--- config.mk ---
export PLATFORM = sky130hd
export DESIGN_NAME = interrupt_dispatch
export DESIGN_NICKNAME = d
export VERILOG_FILES = /design/src/rtl/interrupt_dispatch.sv
export SDC_FILE = /design/constraint.sdc
export NUM_CORES = 1
export LEC_CHECK = 0
export BUFFER_PORTS_ARGS = -buffer_cell sky130_fd_sc_hd__clkbuf_2
export CAP_MARGIN = 20
export CORE_MARGIN = 2
export CORE_UTILIZATION = 52
export DETAILED_ROUTE_END_ITERATION = 6
export PLACE_DENSITY = 0.87
export SETUP_SLACK_MARGIN = 0.3
export SLEW_MARGIN = 25
export SYNTH_ARGS = -nofsm -noshare
export SYNTH_HDL_FRONTEND = slang
export SYNTH_SLANG_ARGS = --single-unit
--- constraint.sdc ---
create_clock -name I_CLOCK -period 2.82 [get_ports I_CLOCK]
set_clock_uncertainty 0.15 [all_clocks]
set_input_delay 0.141 -clock I_CLOCK [delete_from_list [all_inputs] [get_ports I_CLOCK]]
set_output_delay 0.141 -clock I_CLOCK [all_outputs]
set_load 0.01 [all_outputs]
--- src/rtl/interrupt_dispatch.sv ---
// interrupt_dispatch: owns IME (with the EI one-instruction delay), detects
// pending enabled interrupts at instruction boundaries and sequences the
// five M-cycle dispatch: two idle cycles, push PC high, push PC low, jump.
module interrupt_dispatch #(
  parameter int          NUM_INT       = 5,
  parameter logic [15:0] VECTOR_BASE   = 16'h0040,
  parameter int          VECTOR_STRIDE = 8
) (
  input  logic               I_CLOCK,
  input  logic               I_RESET,
  input  logic               I_MCYCLE_STROBE,
  input  logic               I_INSTR_BOUNDARY,
  input  logic [NUM_INT-1:0] I_IF,
  input  logic [NUM_INT-1:0] I_IE,
  input  logic               I_EI,
  input  logic               I_DI,
  input  logic               I_RETI,
  input  logic [15:0]        I_PC,
  input  logic [15:0]        I_SP,
  output logic               O_BUSY,
  output logic [15:0]        O_ADDR,
  output logic [7:0]         O_DATA,
  output logic               O_MEM_WE_L,
  output logic               O_SP_LOAD,
  output logic [15:0]        O_SP_VALUE,
  output logic               O_PC_LOAD,
  output logic [15:0]        O_PC_VALUE,
  output logic               O_IF_LOAD,
  output logic [NUM_INT-1:0] O_IF,
  output logic               O_IME,
  output logic               O_WAKE
);

  typedef enum logic [2:0] {IDLE, WAIT0, WAIT1, PUSH_HI, PUSH_LO, JUMP} state_t;

  state_t             state_reg, state_next;
  logic               ime_reg, ei_pending_reg;
  logic [15:0]        pc_q, sp_q;
  logic [15:0]        addr_reg, pc_value_reg, sp_value_reg;
  logic [7:0]         data_reg;
  logic [NUM_INT-1:0] clr_mask_reg;
  logic               cancel_reg;

  logic [NUM_INT-1:0] pend_vec;
  logic               pending;
  logic               start_dispatch;
  logic               jump_strobe;

  logic [15:0]        vec_tbl  [NUM_INT];
  logic [NUM_INT-1:0] mask_tbl [NUM_INT];
  logic               sel_found;
  logic [15:0]        sel_vec;
  logic [NUM_INT-1:0] sel_mask;

  assign pend_vec = I_IF & I_IE;
  assign pending  = |pend_vec;

  // Per-source vector address and IF clear mask, fixed at elaboration.
  generate
    for (genvar gi = 0; gi < NUM_INT; gi++) begin : g_vec
      assign vec_tbl[gi]  = VECTOR_BASE + 16'(VECTOR_STRIDE * gi);
      assign mask_tbl[gi] = NUM_INT'(1) << gi;
    end
  endgenerate

  // Priority pick: lowest set bit of IF & IE wins (descending scan, last hit kept).
  always_comb begin
    sel_found = 1'b0;
    sel_vec   = 16'h0000;
    sel_mask  = '0;
    for (int i = NUM_INT - 1; i >= 0; i--) begin
      if (pend_vec[i]) begin
        sel_found = 1'b1;
        sel_vec   = vec_tbl[i];
        sel_mask  = mask_tbl[i];
      end
    end
  end

  // Dispatch sequencer state register.
  always_ff @(posedge I_CLOCK or negedge I_RESET) begin
    if (!I_RESET) state_reg <= IDLE;
    else          state_reg <= state_next;
  end

  // Next-state: one step per M-cycle strobe; IME is the registered value, so a
  // boundary that just enabled IME cannot also start a dispatch.
  always_comb begin
    state_next = state_reg;
    if (I_MCYCLE_STROBE) begin
      case (state_reg)
        IDLE:    if (I_INSTR_BOUNDARY && ime_reg && pending) state_next = WAIT0;
        WAIT0:   state_next = WAIT1;
        WAIT1:   state_next = PUSH_HI;
        PUSH_HI: state_next = PUSH_LO;
        PUSH_LO: state_next = JUMP;
        JUMP:    state_next = IDLE;
        default: state_next = IDLE;
      endcase
    end
  end

  assign start_dispatch = I_MCYCLE_STROBE && (state_reg == IDLE) && (state_next == WAIT0);

  // IME and the delayed-EI flag; EI/DI/RETI only matter while idle.
  always_ff @(posedge I_CLOCK or negedge I_RESET) begin
    if (!I_RESET) begin
      ime_reg        <= 1'b0;
      ei_pending_reg <= 1'b0;
    end else if (I_MCYCLE_STROBE && (state_reg == IDLE)) begin
      if (start_dispatch || I_DI) begin
        ime_reg        <= 1'b0;
        ei_pending_reg <= 1'b0;
      end else begin
        if (I_RETI) ime_reg <= 1'b1;
        if (I_EI && !ime_reg) begin
          ei_pending_reg <= 1'b1;
        end else if (ei_pending_reg && I_INSTR_BOUNDARY) begin
          ime_reg        <= 1'b1;
          ei_pending_reg <= 1'b0;
        end
      end
    end
  end

  // Dispatch datapath: latch PC/SP, stage push address/data one state ahead,
  // and freeze the vector choice when leaving PUSH_LO.
  always_ff @(posedge I_CLOCK or negedge I_RESET) begin
    if (!I_RESET) begin
      pc_q         <= 16'h0000;
      sp_q         <= 16'h0000;
      addr_reg     <= 16'h0000;
      data_reg     <= 8'h00;
      pc_value_reg <= 16'h0000;
      sp_value_reg <= 16'h0000;
      clr_mask_reg <= '0;
      cancel_reg   <= 1'b0;
    end else if (I_MCYCLE_STROBE) begin
      case (state_reg)
        IDLE: begin
          if (start_dispatch) begin
            pc_q <= I_PC;
            sp_q <= I_SP;
          end
        end
        WAIT1: begin
          addr_reg <= sp_q - 16'd1;
          data_reg <= pc_q[15:8];
        end
        PUSH_HI: begin
          addr_reg <= sp_q - 16'd2;
          data_reg <= pc_q[7:0];
        end
        PUSH_LO: begin
          pc_value_reg <= sel_found ? sel_vec : 16'h0000;
          sp_value_reg <= sp_q - 16'd2;
          clr_mask_reg <= sel_mask;
          cancel_reg   <= !sel_found;
        end
        default: ;
      endcase
    end
  end

  assign jump_strobe = I_MCYCLE_STROBE && (state_reg == JUMP);

  assign O_BUSY     = (state_reg != IDLE);
  assign O_ADDR     = addr_reg;
  assign O_DATA     = data_reg;
  assign O_MEM_WE_L = !(I_MCYCLE_STROBE && ((state_reg == PUSH_HI) || (state_reg == PUSH_LO)));
  assign O_SP_LOAD  = jump_strobe;
  assign O_SP_VALUE = sp_value_reg;
  assign O_PC_LOAD  = jump_strobe;
  assign O_PC_VALUE = pc_value_reg;
  assign O_IF_LOAD  = jump_strobe && !cancel_reg;
  // Live IF is used so a bit that rose during dispatch is written back intact.
  assign O_IF       = ((state_reg == JUMP) && !cancel_reg) ? (I_IF & ~clr_mask_reg) : '0;
  assign O_IME      = ime_reg;
  assign O_WAKE     = pending;

endmodule

* Yosys cells after proc, flatten, opt, wreduce, memory -nomap -nowiden
Index checks and enable logic that the tools add are counted.
** Storage, ports and cells
- Register bits :: 99
- Logic and storage cells :: 76
** Operators by class
- Add/subtract/negate cells :: 2
- Equality and inequality tests :: 6
- Mux-type cells :: 29
- Bitwise logic cells :: 3
- Reduce and logical (&&, ||, !) cells :: 25
** Operators by type and width (count)
- 16-bit two-way mux :: 4
- 16-bit case mux with 2 select lines :: 1
- 5-bit two-way mux :: 6
- 8-bit case mux with 2 select lines :: 1
- 16-bit by 1-bit subtractor with 16-bit output (second input constant) :: 1
- 16-bit by 2-bit subtractor with 16-bit output (second input constant) :: 1
- 3-bit case mux with 5 select lines :: 1
- 7-bit two-way mux :: 2
- 1-bit two-way mux :: 12
- 5-bit AND :: 2
- 1-bit logical AND :: 10
- 3-bit by 1-bit == test with 1-bit output (second input constant) :: 2
- 3-bit by 2-bit == test with 1-bit output (second input constant) :: 2
- 3-bit == test (second input constant) :: 2
- 3-bit two-way mux :: 2
- 2-bit AND reduction :: 3
- 3-bit nonzero test :: 2
- 5-bit NOT :: 1
- 5-bit OR reduction :: 1
- 1-bit logical NOT :: 4
- 3-bit logical NOT :: 1
- 3-bit AND reduction :: 1
- 1-bit logical OR :: 2
- 2-bit nonzero test :: 1

* Depth between registers and ports, before layout
Gate-level depths: netlist (run 1).
- Word-level depth :: 11
- Depth in mapped cells :: 7
- Depth with buffers taken out :: 7

* Least setup slack after synthesis (run 1)
OpenSTA, ideal clock, no wires.
- Path kind :: flip-flop to flip-flop
- Start :: register sp_q[2]
- End :: register addr_reg[13] (netlist: O_ADDR[13])
- Setup time :: 0.130 ns
- Arrival :: 1.810 ns
- Path slack :: 0.730 ns
- Stages on the path, launching flop included :: 8
- Path buffers :: 0
- Path through :: dfrtp_1 -> inv_1 -> ha_1 -> or4b_4 -> nor3_4 -> nand3_1 -> xor2_1 -> o21ai_2
** On the way
- Word-level cells in the longest chain between the ends :: 2
- Elaborated cells between the ends (all ways) :: 3
- Those cells by class :: add/sub (2); mux (1)
** RTL lines
- start, declared :: line 38 : logic [15:0] pc_q, sp_q;
- start signal, assigned :: line 131 : sp_q <= 16'h0000;
- start signal, assigned :: line 143 : sp_q <= I_SP;
- 16-bit by 2-bit subtractor with 16-bit output / 16-bit by 1-bit subtractor with 16-bit output (equally long branches) :: line 151, 147
- 16-bit case mux with 2 select lines (*) :: line 139 : case (state_reg)
- end signal, assigned :: line 147 : addr_reg <= sp_q - 16'd1;
- end signal, assigned :: line 151 : addr_reg <= sp_q - 16'd2;
- end, declared :: line 39 : logic [15:0] addr_reg, pc_value_reg, sp_value_reg;
Every way passes the cells marked *; elsewhere a longest branch is shown, timed or not.
A chain may end at the register's enable or synchronous reset.

* Worst setup path in the final report (run 1)
- Start :: input I_IE[0]
- End :: register sp_q[0]
** On the way
- Word-level cells in the longest chain between the ends :: 9
** RTL lines
- start, declared :: line 14 : input logic [NUM_INT-1:0] I_IE,
- 5-bit AND :: line 55 : assign pend_vec = I_IF & I_IE;
- 5-bit OR reduction :: line 56 : assign pending = |pend_vec;
- 1-bit logical AND :: line 92 : IDLE: if (I_INSTR_BOUNDARY && ime_reg && pending) state_next = WAIT0;
- 3-bit two-way mux :: line 92
- 3-bit case mux with 5 select lines :: line 91 : case (state_reg)
- 3-bit two-way mux :: line 90 : if (I_MCYCLE_STROBE) begin
- 3-bit by 1-bit == test with 1-bit output :: line 103 : assign start_dispatch = I_MCYCLE_STROBE && (state_reg == IDLE) && (state_next == WAIT0);
- 1-bit logical AND :: line 103
- 3-bit AND reduction (no source line)
Every way passes these cells.

==> tab_implementation.tex, run 1 <==
\begin{tabular}{lr}
\hline
Metric & Value \\
\hline
\multicolumn{2}{l}{\textbf{Placed design}} \\
Worst slack, placed & 0.475 ns \\
Port buffer count & 104 \\
Weighted congestion reported at the end of routability-driven placement & 0.870 \\
Placed cell areas & 4680 um\^{}2 \\
Detailed placement HPWL & 6.70 mm \\
\multicolumn{2}{l}{\textbf{Synth}} \\
Share of the synthesized area in the top cell type & 52.6\% \\
Compound-gate portion of the synthesized area & 10.6\% \\
Fraction of synthesized area in multiplexers & 8.98\% \\
Post-synthesis cell count & 396 \\
Number of warnings issued by yosys & 0 \\
Leading area contributor after synthesis & dfrtp\_1 \\
Number of flip-flops and latches in the synthesized netlist & 87 \\
Post-Synth XOR/XNOR Area & 5.50\% \\
Most used DFF post-synth & dfrtp\_1 \\
Count of different cell masters after synthesis & 48 \\
Cell types occupying the most area after synthesis & dfrtp\_1 (53\%), mux2\_2 (8.7\%), nand2\_1 (6.1\%), o21ai\_0 (4.6\%), xor2\_1 (4.0\%) \\
Share of synthesized registers carrying an async set or reset & 100\% \\
Cell area after synthesis & 4140 um\^{}2 \\
EDFF count, synth & 0 \\
Area share of and/or/nand/nor cells after synthesis & 15.3\% \\
Post-Synth Adder-Cell Area & 0.907\% \\
Part of the Yosys area used for sequential elements & 52.6\% \\
Average cell area after synthesis & 10.5 um\^{}2 \\
Largest family of logic cells by synthesized area & simple AND/OR/NAND/NOR gates \\
\multicolumn{2}{l}{\textbf{Power}} \\
Largest voltage drop on the vdd net & 0.531 mV \\
Clock power frac & 13.4\% \\
Leak & 2.65 nW \\
Power Internal & 3.42 mW \\
Cell Pwr Density & 1120 nW/um\^{}2 \\
Share of power burned in registers & 39.3\% \\
Net switching share of the total power & 42.3\% \\
Power, Total & 5.93 mW \\
Switching power summed over all nets & 2.51 mW \\
Fraction of power consumed by combinational cells & 47.3\% \\
\multicolumn{2}{l}{\textbf{Floorplanning}} \\
Total Die Area & 8690 um\^{}2 \\
Floorplan die height & 93.2 um \\
Horiz. Die Dim & 93.2 um \\
Number of cell rows & 32 \\
Core Region & 7730 um\^{}2 \\
Effective utilization at floorplan & 53.6\% \\
Ports placed on the boundary & 117 \\
\multicolumn{2}{l}{\textbf{Timing}} \\
Period utilisation layout & 86.0\% \\
Hold Vio Cnt, Final & 0 \\
Final worst-path setup slack & 0.394 ns \\
Crit path time final & 2.43 ns \\
Relative slew slack & 47.6\% \\
Slew Viols, Final & 0 \\
Slew at the pin with the worst max-slew slack & 0.786 ns \\
Number of failing setup endpoints in the final timing report & 0 \\
Setup repair after global routing missed its margin & false \\
Worst hold slack & 0.0279 ns \\
Peak clock frequency supported by timing & 412 MHz \\
Total Neg Setup Slack & 0 ns \\
\multicolumn{2}{l}{\textbf{CTS}} \\
TritonCTS clock tree & done \\
Clock Tree Root & clkbuf\_8 \\
Number of sinks driven by the clock tree & 87 \\
Worst skew pair latency & 0.35 ns \\
Clock Pin Slew Worst Setup and Hold Paths & 0.09 ns \\
Clock Tree Buf Depth & 2 \\
Num CTS Buffers & 9 \\
CTS H-tree depth & 3 \\
\multicolumn{2}{l}{\textbf{Min path}} \\
Path category of the worst min-delay check & input port to register \\
Hold depth & 3 \\
Startpoint of the tightest hold check path & I\_IE[2] \\
\multicolumn{2}{l}{\textbf{Routing}} \\
Router iterations before antenna repair & 5 \\
Detailed-route via count & 3376 \\
DRC & 0 \\
Iteration-0 DRC Markers & 207 \\
Number of nets with antenna violations after detailed routing & 0 \\
Final wirelength & 9.75 mm \\
Vias per std cell & 5.28 \\
Routed wire per std cell & 15.2 um \\
\multicolumn{2}{l}{\textbf{Global routing}} \\
Vias in the first global route & 3309 \\
Overall routing resource usage & 23.7\% \\
Initial antenna violation count & 0 \\
Total overflow reported by the global router & 0 \\
Maximum number of pins on one net before global-route repair & 54 \\
Wire length of the first global-routing pass & 16.1 mm \\
\multicolumn{2}{l}{\textbf{Setup path}} \\
Data required time at the worst endpoint & 2.90 ns \\
Count of buffer and inverter cells on the critical path & 3 \\
WP depth & 8 \\
Startpoint type of the worst setup path & input port \\
Depth of the most critical reg-to-reg path & 7 \\
Max stage delay on crit path & 0.55 ns \\
Data arrival time at the worst-slack endpoint & 2.51 ns \\
CP max stage cell & dlygate4sd3\_1 \\
Worst Setup SP & I\_IE[0] \\
Maximum fanout count along the critical path & 17 \\
Critical path class & input port to register \\
Crit path capture type & register \\
Dominant delay contributor by cell family on the critical path & buffers and inverters \\
Cell breakdown of the critical path & dlygate4sd3\_1, clkbuf\_2, a22oi\_2, nand4\_1, and4\_1, nand3\_4, buf\_12, mux2\_2 \\
Launching point of the worst reg2reg path & sp\_q[2] \\
\multicolumn{2}{l}{\textbf{Layout}} \\
Fill cell count & 587 \\
Most frequent cells in the layout & clkbuf\_2 (103), dfrtp\_1 (87), nand2\_1 (67), dlygate4sd3\_1 (42), o21ai\_0 (38) \\
Post-route cell area & 5310 um\^{}2 \\
Most common cell after layout, fill and taps aside & clkbuf\_2 \\
Area added between synthesis and finish & 28.2\% \\
Storage cell area & 2180 um\^{}2 \\
Area taken by multi-input logic gates & 1760 um\^{}2 \\
Share of post-route cells with drive strength above 1 & 31.8\% \\
Diodes inserted & 0 \\
Total number of nets in the final design & 585 \\
\multicolumn{2}{l}{\textbf{Outcome}} \\
Run status & completed \\
\multicolumn{2}{l}{\textbf{Flow run}} \\
Number of max-cap violations & 0 \\
\hline
\end{tabular}
==> Yosys cell counts, types with 3 or more instances <==
cell,n
nor2_1,20
o21ai_1,6
a21o_1,4
xor2_1,19
buf_4,17
nor3_1,5
nand3_1,12
dfrtp_1,87
nor3b_1,5
inv_1,9
clkbuf_1,14
buf_2,5
mux2_2,32
o22ai_1,9
o21ai_0,38
xnor2_1,7
ha_1,3
nand2_1,67
==> worst min-delay path, delay by kind of cell <==
| kind | cells | cell delay, ns |
|---|---|---|
| simple gates | 1 | 0.15 |
| buf+inv | 1 | 0.09 |
| compound gates | 1 | 0.11 |
==> repair_timing <==
item | 4_1_cts | 5_1_grt
setup buffers | 0 | 1
hold buffers | 42 | 0
resized for setup | 0 | 2
hold endpoints to repair | 72 | 0
setup endpoints to repair | 0 | 21
==> worst paths after layout <==
| kind | end | slack, ns |
|---|---|---|
| setup / recovery | sp_q[0] | 0.39 |
| hold / removal | clr_mask_reg[2] | 0.03 |
| setup reg to reg | O_ADDR[13] | 0.48 |
| hold reg to reg | O_SP_VALUE[7] | 0.33 |
| max in group asynchronous | O_DATA[5] | 1.78 |
| min in group asynchronous | O_ADDR[11] | 0.13 |
==> cells by family (layout without fill, tap and decap cells) <==
kind of cell	after synthesis	after routing
and+or+nand+nor	127	127
DFF	87	87
AOI/OAI and AO/OA	73	73
buffers and inverters	46	177
muxes	33	33
xor gates and xnor gates	26	26
adders and majority gates	3	3
other	1	12
==> power by group through the flow <==
stage	Sequential (mW)	Combinational, mW	Clock [mW]
3_3_place_gp	2.29	2.62	0
4_1_cts	2.31	2.80	0.813
6_report	2.33	2.81	0.796
3_5_place_dp	2.33	2.73	0
2_1_floorplan	2.27	1.98	0
5_1_grt	2.41	3.15	0.866
==> layout make-up <==
cell class	count	area share, %
Sequential cell	87	41.0
Multi-Input combinational cell	274	33.2
Clock inverter	6	0.872
Inverter	9	0.707
Clock buffer	10	2.59
Tap cell	102	2.40
Timing Repair Buffer	152	19.2
==> routing by layer <==
layer / GRT usage, % / share of wire (%) / wire length [um]
met5: 0 / 0 / 0
met3: 4.11 / 5.8 / 566
met1: 32.1 / 43 / 4210
met2: 39.1 / 50 / 4850
met4: 7.97 / 1.3 / 126
==> stage by stage <==
step | instances | util [%]
2_1_floorplan | 407 | -
3_3_place_gp | 580 | 60.3
3_5_place_dp | 581 | 60.6
4_1_cts | 639 | 68.4
5_1_grt | 640 | 68.7
6_report | 640 | 68.7
Power figures use the tool's default switching activity.
==> run 2: changes to the inputs <==
- CORE_MARGIN: 2 -> 10
- clock period: 2.82 -> 2.7 ns (I/O delays scaled with it)
==> run 2 against run 1 <==
Clock-buffer cell count grew 2. Sequential cell count unchanged. Clock power up 22%. Critical path type unchanged. Largest power group unchanged.
==> tab_implementation.tex, run 2 (synthesis results as in run 1) <==
\begin{tabular}{lr}
\hline
Metric & Value \\
\hline
\multicolumn{2}{l}{\textbf{CTS}} \\
CTS H-tree depth & 3 \\
Clock Tree Buf Depth & 2 \\
Worst skew pair latency & 0.34 ns \\
Clock Tree Root & clkbuf\_8 \\
Num CTS Buffers & 9 \\
Number of sinks driven by the clock tree & 87 \\
TritonCTS clock tree & done \\
Clock Pin Slew Worst Setup and Hold Paths & 0.08 ns \\
\multicolumn{2}{l}{\textbf{Layout}} \\
Fill cell count & 574 \\
Area taken by multi-input logic gates & 1770 um\^{}2 \\
Total number of nets in the final design & 586 \\
Most common cell after layout, fill and taps aside & clkbuf\_2 \\
Area added between synthesis and finish & 29.1\% \\
Share of the core filled with cells in the final layout & 69.1\% \\
Storage cell area & 2180 um\^{}2 \\
Post-route cell area & 5340 um\^{}2 \\
Most frequent cells in the layout & clkbuf\_2 (103), dfrtp\_1 (85), nand2\_1 (67), dlygate4sd3\_1 (41), o21ai\_0 (38) \\
Share of post-route cells with drive strength above 1 & 32.3\% \\
\multicolumn{2}{l}{\textbf{Timing}} \\
Worst hold slack & 0.0162 ns \\
Total Neg Setup Slack & 0 ns \\
Slew Viols, Final & 0 \\
Slew at the pin with the worst max-slew slack & 0.816 ns \\
Hold Vio Cnt, Final & 0 \\
Peak clock frequency supported by timing & 436 MHz \\
Relative slew slack & 45.6\% \\
Crit path time final & 2.29 ns \\
Number of failing setup endpoints in the final timing report & 0 \\
Period utilisation layout & 85.0\% \\
Setup repair after global routing missed its margin & true \\
\multicolumn{2}{l}{\textbf{Global routing}} \\
Met2 usage in global routing & 32.0\% \\
GR Util met1 & 20.4\% \\
Vias in the first global route & 3502 \\
Overall routing resource usage & 18.5\% \\
Met3 track demand over resource in global routing & 7.79\% \\
Maximum number of pins on one net before global-route repair & 51 \\
Busiest layer in global routing & met2 \\
Wire length of the first global-routing pass & 17.5 mm \\
Initial antenna violation count & 0 \\
Total overflow reported by the global router & 0 \\
\multicolumn{2}{l}{\textbf{Floorplanning}} \\
Effective utilization at floorplan & 53.6\% \\
Total Die Area & 11900 um\^{}2 \\
Ports placed on the boundary & 117 \\
Number of cell rows & 32 \\
Horiz. Die Dim & 109 um \\
Floorplan die height & 109 um \\
Core Region & 7730 um\^{}2 \\
\multicolumn{2}{l}{\textbf{Routing}} \\
Detailed-route via count & 3318 \\
Final wirelength & 10.8 mm \\
Iteration-0 DRC Markers & 171 \\
DRC & 0 \\
Routed wire per std cell & 16.9 um \\
Router iterations before antenna repair & 4 \\
Number of nets with antenna violations after detailed routing & 0 \\
Vias per std cell & 5.18 \\
\multicolumn{2}{l}{\textbf{Power}} \\
Switching power summed over all nets & 2.62 mW \\
Share of power burned in registers & 38.1\% \\
Clock power frac & 15.2\% \\
Net switching share of the total power & 40.9\% \\
Leak & 2.67 nW \\
Fraction of power consumed by combinational cells & 46.7\% \\
Cell Pwr Density & 1200 nW/um\^{}2 \\
Largest voltage drop on the vdd net & 0.659 mV \\
Power Internal & 3.79 mW \\
\multicolumn{2}{l}{\textbf{Setup path}} \\
Dominant delay contributor by cell family on the critical path & buffers and inverters \\
Cell breakdown of the critical path & dlygate4sd3\_1, clkbuf\_2, a22oi\_2, nand4\_1, and4\_4, nor2\_1, o22a\_1, dlygate4sd3\_1 \\
Crit path capture type & register \\
Data arrival time at the worst-slack endpoint & 2.43 ns \\
Maximum fanout count along the critical path & 4 \\
Register-to-register setup slack & 0.47 ns \\
CP max stage cell & dlygate4sd3\_1 \\
Count of buffer and inverter cells on the critical path & 3 \\
Startpoint type of the worst setup path & input port \\
Cell repeated most along the worst path & dlygate4sd3\_1 \\
Critical path class & input port to register \\
Max stage delay on crit path & 0.56 ns \\
Data required time at the worst endpoint & 2.83 ns \\
\multicolumn{2}{l}{\textbf{Flow run}} \\
Number of max-cap violations & 0 \\
\multicolumn{2}{l}{\textbf{Outcome}} \\
Run status & completed \\
\multicolumn{2}{l}{\textbf{Placed design}} \\
Detailed placement HPWL & 7.55 mm \\
Placed cell areas & 4680 um\^{}2 \\
Port buffer count & 104 \\
Weighted congestion reported at the end of routability-driven placement & 0.847 \\
\multicolumn{2}{l}{\textbf{Min path}} \\
Path category of the worst min-delay check & input port to register \\
\hline
\end{tabular}
==> run 2: cell count changes in the layout (fill, tap and decap cells not counted), moves of 2 or more <==
cell | before | now
buf_4 | 5 | 7
bufinv_16 | 0 | 2
clkbuf_1 | 0 | 2
clkinv_4 | 3 | 0
clkinvlp_4 | 3 | 1
dfrtp_1 | 87 | 85
dfrtp_2 | 0 | 2
==> run 2: worst min-delay path: cells and delay by family <==
kind / cells / cell delay (ns)
AOI/OAI and AO/OA: 2 / 0.21
buffers and inverters: 1 / 0.12
==> run 2: worst paths after layout <==
kind | depth (start not counted) | startpoint | end
max in group asynchronous | 3 | I_RESET | pc_q[2]
worst min-delay path | 3 | I_IF[1] | O_PC_VALUE[3]
worst min register to register | 2 | O_PC_VALUE[4] | O_PC_VALUE[4]
worst max-delay path | 8 | I_IE[0] | O_IME
min in group asynchronous | 2 | I_RESET | O_SP_VALUE[8]
worst max register to register | 7 | sp_q[2] | O_ADDR[15]
==> run 2: power by group through the flow <==
stage | registers, mW | logic, mW | clock network [mW]
after floorplan | 2.37 | 2.07 | 0
after global placement | 2.40 | 2.76 | 0
after detailed placement | 2.45 | 2.85 | 0
after CTS | 2.43 | 2.96 | 0.990
after global routing | 2.52 | 3.35 | 1.05
final | 2.44 | 3.00 | 0.975
==> run 2: layout make-up <==
type / count / share of cell area [%]
diodes: 1 / 0.0468
clock buffers: 12 / 2.72
clock inverters: 3 / 1.26
inverters: 9 / 0.632
multi-input cells: 274 / 33.1
flip-flops and latches: 87 / 40.8
well taps: 102 / 2.39
repair buffers: 153 / 19.1
==> run 2: layer usage <==
layer	vias to the layer above	part of all wire, %
met1	1581	38
met3	13	10
met5	-	0
li1	1602	-
met2	122	51
met4	0	1.0
==> run 2: what timing repair did <==
action,in CTS,in global routing
endpoints found under the hold margin,77,0
buffers inserted,0,3
hold buffers,41,0
resized for setup,0,6
setup endpoints to repair,0,11
==> run 2: through the flow <==
step	power, mW	instances	worst slack, ns
final	6.41	641	0.406
after global routing	6.92	640	0.287
after detailed placement	5.30	581	0.390
after CTS	6.38	637	0.302
after floorplan	4.45	407	0.610
after global placement	5.16	581	0.493
==> run 3: changes to the inputs <==
- clock period: 2.7 -> 2.2 ns (I/O delays scaled with it)
==> run 3 against run 2 <==
Register-to-register slack lost 0.34 ns. Final cell count grew 5.0%. Die area is the same. Critical path type is now register to register. Clock-buffer cell count shrank 1. Critical endpoint is now O_ADDR[11]. Worst hold slack gained 0.0023 ns. Sequential power grew 18%. Non-clock buffer count grew 33. Wire length grew 13%. First-iteration DRC count grew 61%. Highest routed layer unchanged. Sequential cell count is the same.
==> tab_implementation.tex, run 3 (synthesis results as in run 1) <==
\begin{tabular}{lr}
\hline
Metric & Value \\
\hline
\multicolumn{2}{l}{\textbf{Timing}} \\
Hold Vio Cnt, Final & 0 \\
Worst hold slack & 0.0185 ns \\
Total Neg Setup Slack & 0 ns \\
Setup repair after global routing missed its margin & true \\
Slew at the pin with the worst max-slew slack & 0.690 ns \\
Crit path time final & 2.07 ns \\
Number of failing setup endpoints in the final timing report & 0 \\
Relative slew slack & 54.0\% \\
Slew Viols, Final & 0 \\
Peak clock frequency supported by timing & 482 MHz \\
Period utilisation layout & 94.3\% \\
\multicolumn{2}{l}{\textbf{Global routing}} \\
Wire length of the first global-routing pass & 18.5 mm \\
Met3 track demand over resource in global routing & 7.32\% \\
Maximum number of pins on one net before global-route repair & 56 \\
Total overflow reported by the global router & 0 \\
Met2 usage in global routing & 34.1\% \\
Busiest layer in global routing & met2 \\
Initial antenna violation count & 0 \\
GR Util met1 & 21.7\% \\
Vias in the first global route & 3681 \\
Overall routing resource usage & 19.6\% \\
\multicolumn{2}{l}{\textbf{Placed design}} \\
Detailed placement HPWL & 7.96 mm \\
Port buffer count & 104 \\
Weighted congestion reported at the end of routability-driven placement & 0.847 \\
Placed cell areas & 4780 um\^{}2 \\
\multicolumn{2}{l}{\textbf{Setup path}} \\
CP max stage cell & or4b\_4 \\
Cell breakdown of the critical path & inv\_2, ha\_4, or4b\_4, nor3\_4, nand2\_1, xor2\_1, o21ai\_1 \\
Count of buffer and inverter cells on the critical path & 1 \\
Crit path capture type & register \\
Worst Setup SP & sp\_q[2] \\
Startpoint type of the worst setup path & register \\
Launching point of the worst reg2reg path & sp\_q[2] \\
Maximum fanout count along the critical path & 6 \\
Max stage delay on crit path & 0.51 ns \\
Data required time at the worst endpoint & 2.33 ns \\
Dominant delay contributor by cell family on the critical path & simple AND/OR/NAND/NOR gates \\
Critical path class & register to register \\
Data arrival time at the worst-slack endpoint & 2.20 ns \\
\multicolumn{2}{l}{\textbf{CTS}} \\
Num CTS Buffers & 9 \\
Clock Tree Buf Depth & 2 \\
Worst skew pair latency & 0.35 ns \\
TritonCTS clock tree & done \\
Clock Tree Root & clkbuf\_8 \\
Number of sinks driven by the clock tree & 87 \\
CTS H-tree depth & 3 \\
Clock Pin Slew Worst Setup and Hold Paths & 0.09 ns \\
\multicolumn{2}{l}{\textbf{Layout}} \\
Most common cell after layout, fill and taps aside & clkbuf\_2 \\
Area added between synthesis and finish & 36.7\% \\
Share of post-route cells with drive strength above 1 & 39.2\% \\
Share of the core filled with cells in the final layout & 73.2\% \\
Total number of nets in the final design & 619 \\
Fill cell count & 509 \\
Diodes inserted & 0 \\
Most frequent cells in the layout & clkbuf\_2 (97), dfrtp\_1 (83), nand2\_1 (65), dlygate4sd3\_1 (43), o21ai\_0 (36) \\
Post-route cell area & 5660 um\^{}2 \\
\multicolumn{2}{l}{\textbf{Floorplanning}} \\
Horiz. Die Dim & 109 um \\
Floorplan die height & 109 um \\
Number of cell rows & 32 \\
Ports placed on the boundary & 117 \\
Effective utilization at floorplan & 53.6\% \\
Core Region & 7730 um\^{}2 \\
Total Die Area & 11900 um\^{}2 \\
\multicolumn{2}{l}{\textbf{Power}} \\
Switching power summed over all nets & 3.46 mW \\
Largest voltage drop on the vdd net & 0.678 mV \\
Fraction of power consumed by combinational cells & 53.1\% \\
Share of power burned in registers & 35.1\% \\
Power Internal & 4.77 mW \\
Leak & 2.85 nW \\
Net switching share of the total power & 42.0\% \\
Clock power frac & 11.7\% \\
Power, Total & 8.23 mW \\
Cell Pwr Density & 1460 nW/um\^{}2 \\
\multicolumn{2}{l}{\textbf{Min path}} \\
Path category of the worst min-delay check & input port to register \\
Startpoint of the tightest hold check path & I\_IF[4] \\
\multicolumn{2}{l}{\textbf{Flow run}} \\
Number of max-cap violations & 0 \\
\multicolumn{2}{l}{\textbf{Routing}} \\
Routed wire per std cell & 18.2 um \\
Detailed-route via count & 3645 \\
Vias per std cell & 5.42 \\
Final wirelength & 12.2 mm \\
Router iterations before antenna repair & 5 \\
Number of nets with antenna violations after detailed routing & 0 \\
Iteration-0 DRC Markers & 275 \\
DRC & 0 \\
\multicolumn{2}{l}{\textbf{Outcome}} \\
Run status & completed \\
\hline
\end{tabular}
-- run 3: routing by layer --
layer  routed length [um]  vias to the layer above
li1                     -                     1670
met1                 4430                     1748
met2                 6210                      190
met3                 1280                       37
met4                  302                        0
met5                    0                        -
-- run 3: path summary, 6_finish.rpt --
| kind | to | slack [ns] | depth (start not counted) |
|---|---|---|---|
| max in group asynchronous | state_reg[1] | 1.00 | 3 |
| setup / recovery | O_ADDR[11] | 0.13 | 7 |
| setup reg to reg | O_ADDR[11] | 0.13 | 7 |
| hold / removal | clr_mask_reg[4] | 0.02 | 4 |
| hold reg to reg | O_PC_VALUE[4] | 0.32 | 2 |
| min in group asynchronous | O_SP_VALUE[13] | 0.19 | 2 |
-- run 3: power by group through the flow --
stage | Sequential, mW | Clock [mW] | Combinational (mW)
3_3_place_gp | 2.83 | 0 | 3.69
2_1_floorplan | 2.92 | 0 | 2.57
5_1_grt | 2.97 | 1.06 | 4.84
4_1_cts | 2.86 | 0.984 | 4.05
6_report | 2.89 | 0.966 | 4.38
3_5_place_dp | 2.88 | 0 | 3.82
-- run 3: repair_timing --
action | CTS | global route
gates resized for setup | 15 | 19
buffers inserted | 8 | 10
endpoints found under the hold margin | 96 | 0
setup endpoints to repair | 52 | 65
pin swaps | 9 | 9
cloned | 0 | 3
hold buffers | 43 | 0
-- run 3: cell type report --
| class | instances | area (um^2) | share of cell area [%] |
|---|---|---|---|
| Timing Repair Buffer | 186 | 1310 | 23.1 |
| Clock inverter | 4 | 22.5 | 0.398 |
| Clock buffer | 11 | 141 | 2.50 |
| Inverter | 9 | 33.8 | 0.597 |
| Multi-Input combinational cell | 274 | 1840 | 32.6 |
| Tap cell | 102 | 128 | 2.26 |
| Sequential cell | 87 | 2180 | 38.6 |
-- run 3: through the flow --
stage / setup slack (ns) / cells
detailed placement: 0.0415 / 594
floorplan: 0.159 / 407
finish: 0.126 / 673
global route: 0.0625 / 673
CTS: 0.167 / 660
global placement: 0.125 / 594
-- run 3: worst min-delay path: stages --
cell      delay, ns
clkbuf_2       0.08
nand2_1        0.08
nor3_1         0.06
a21o_1         0.15
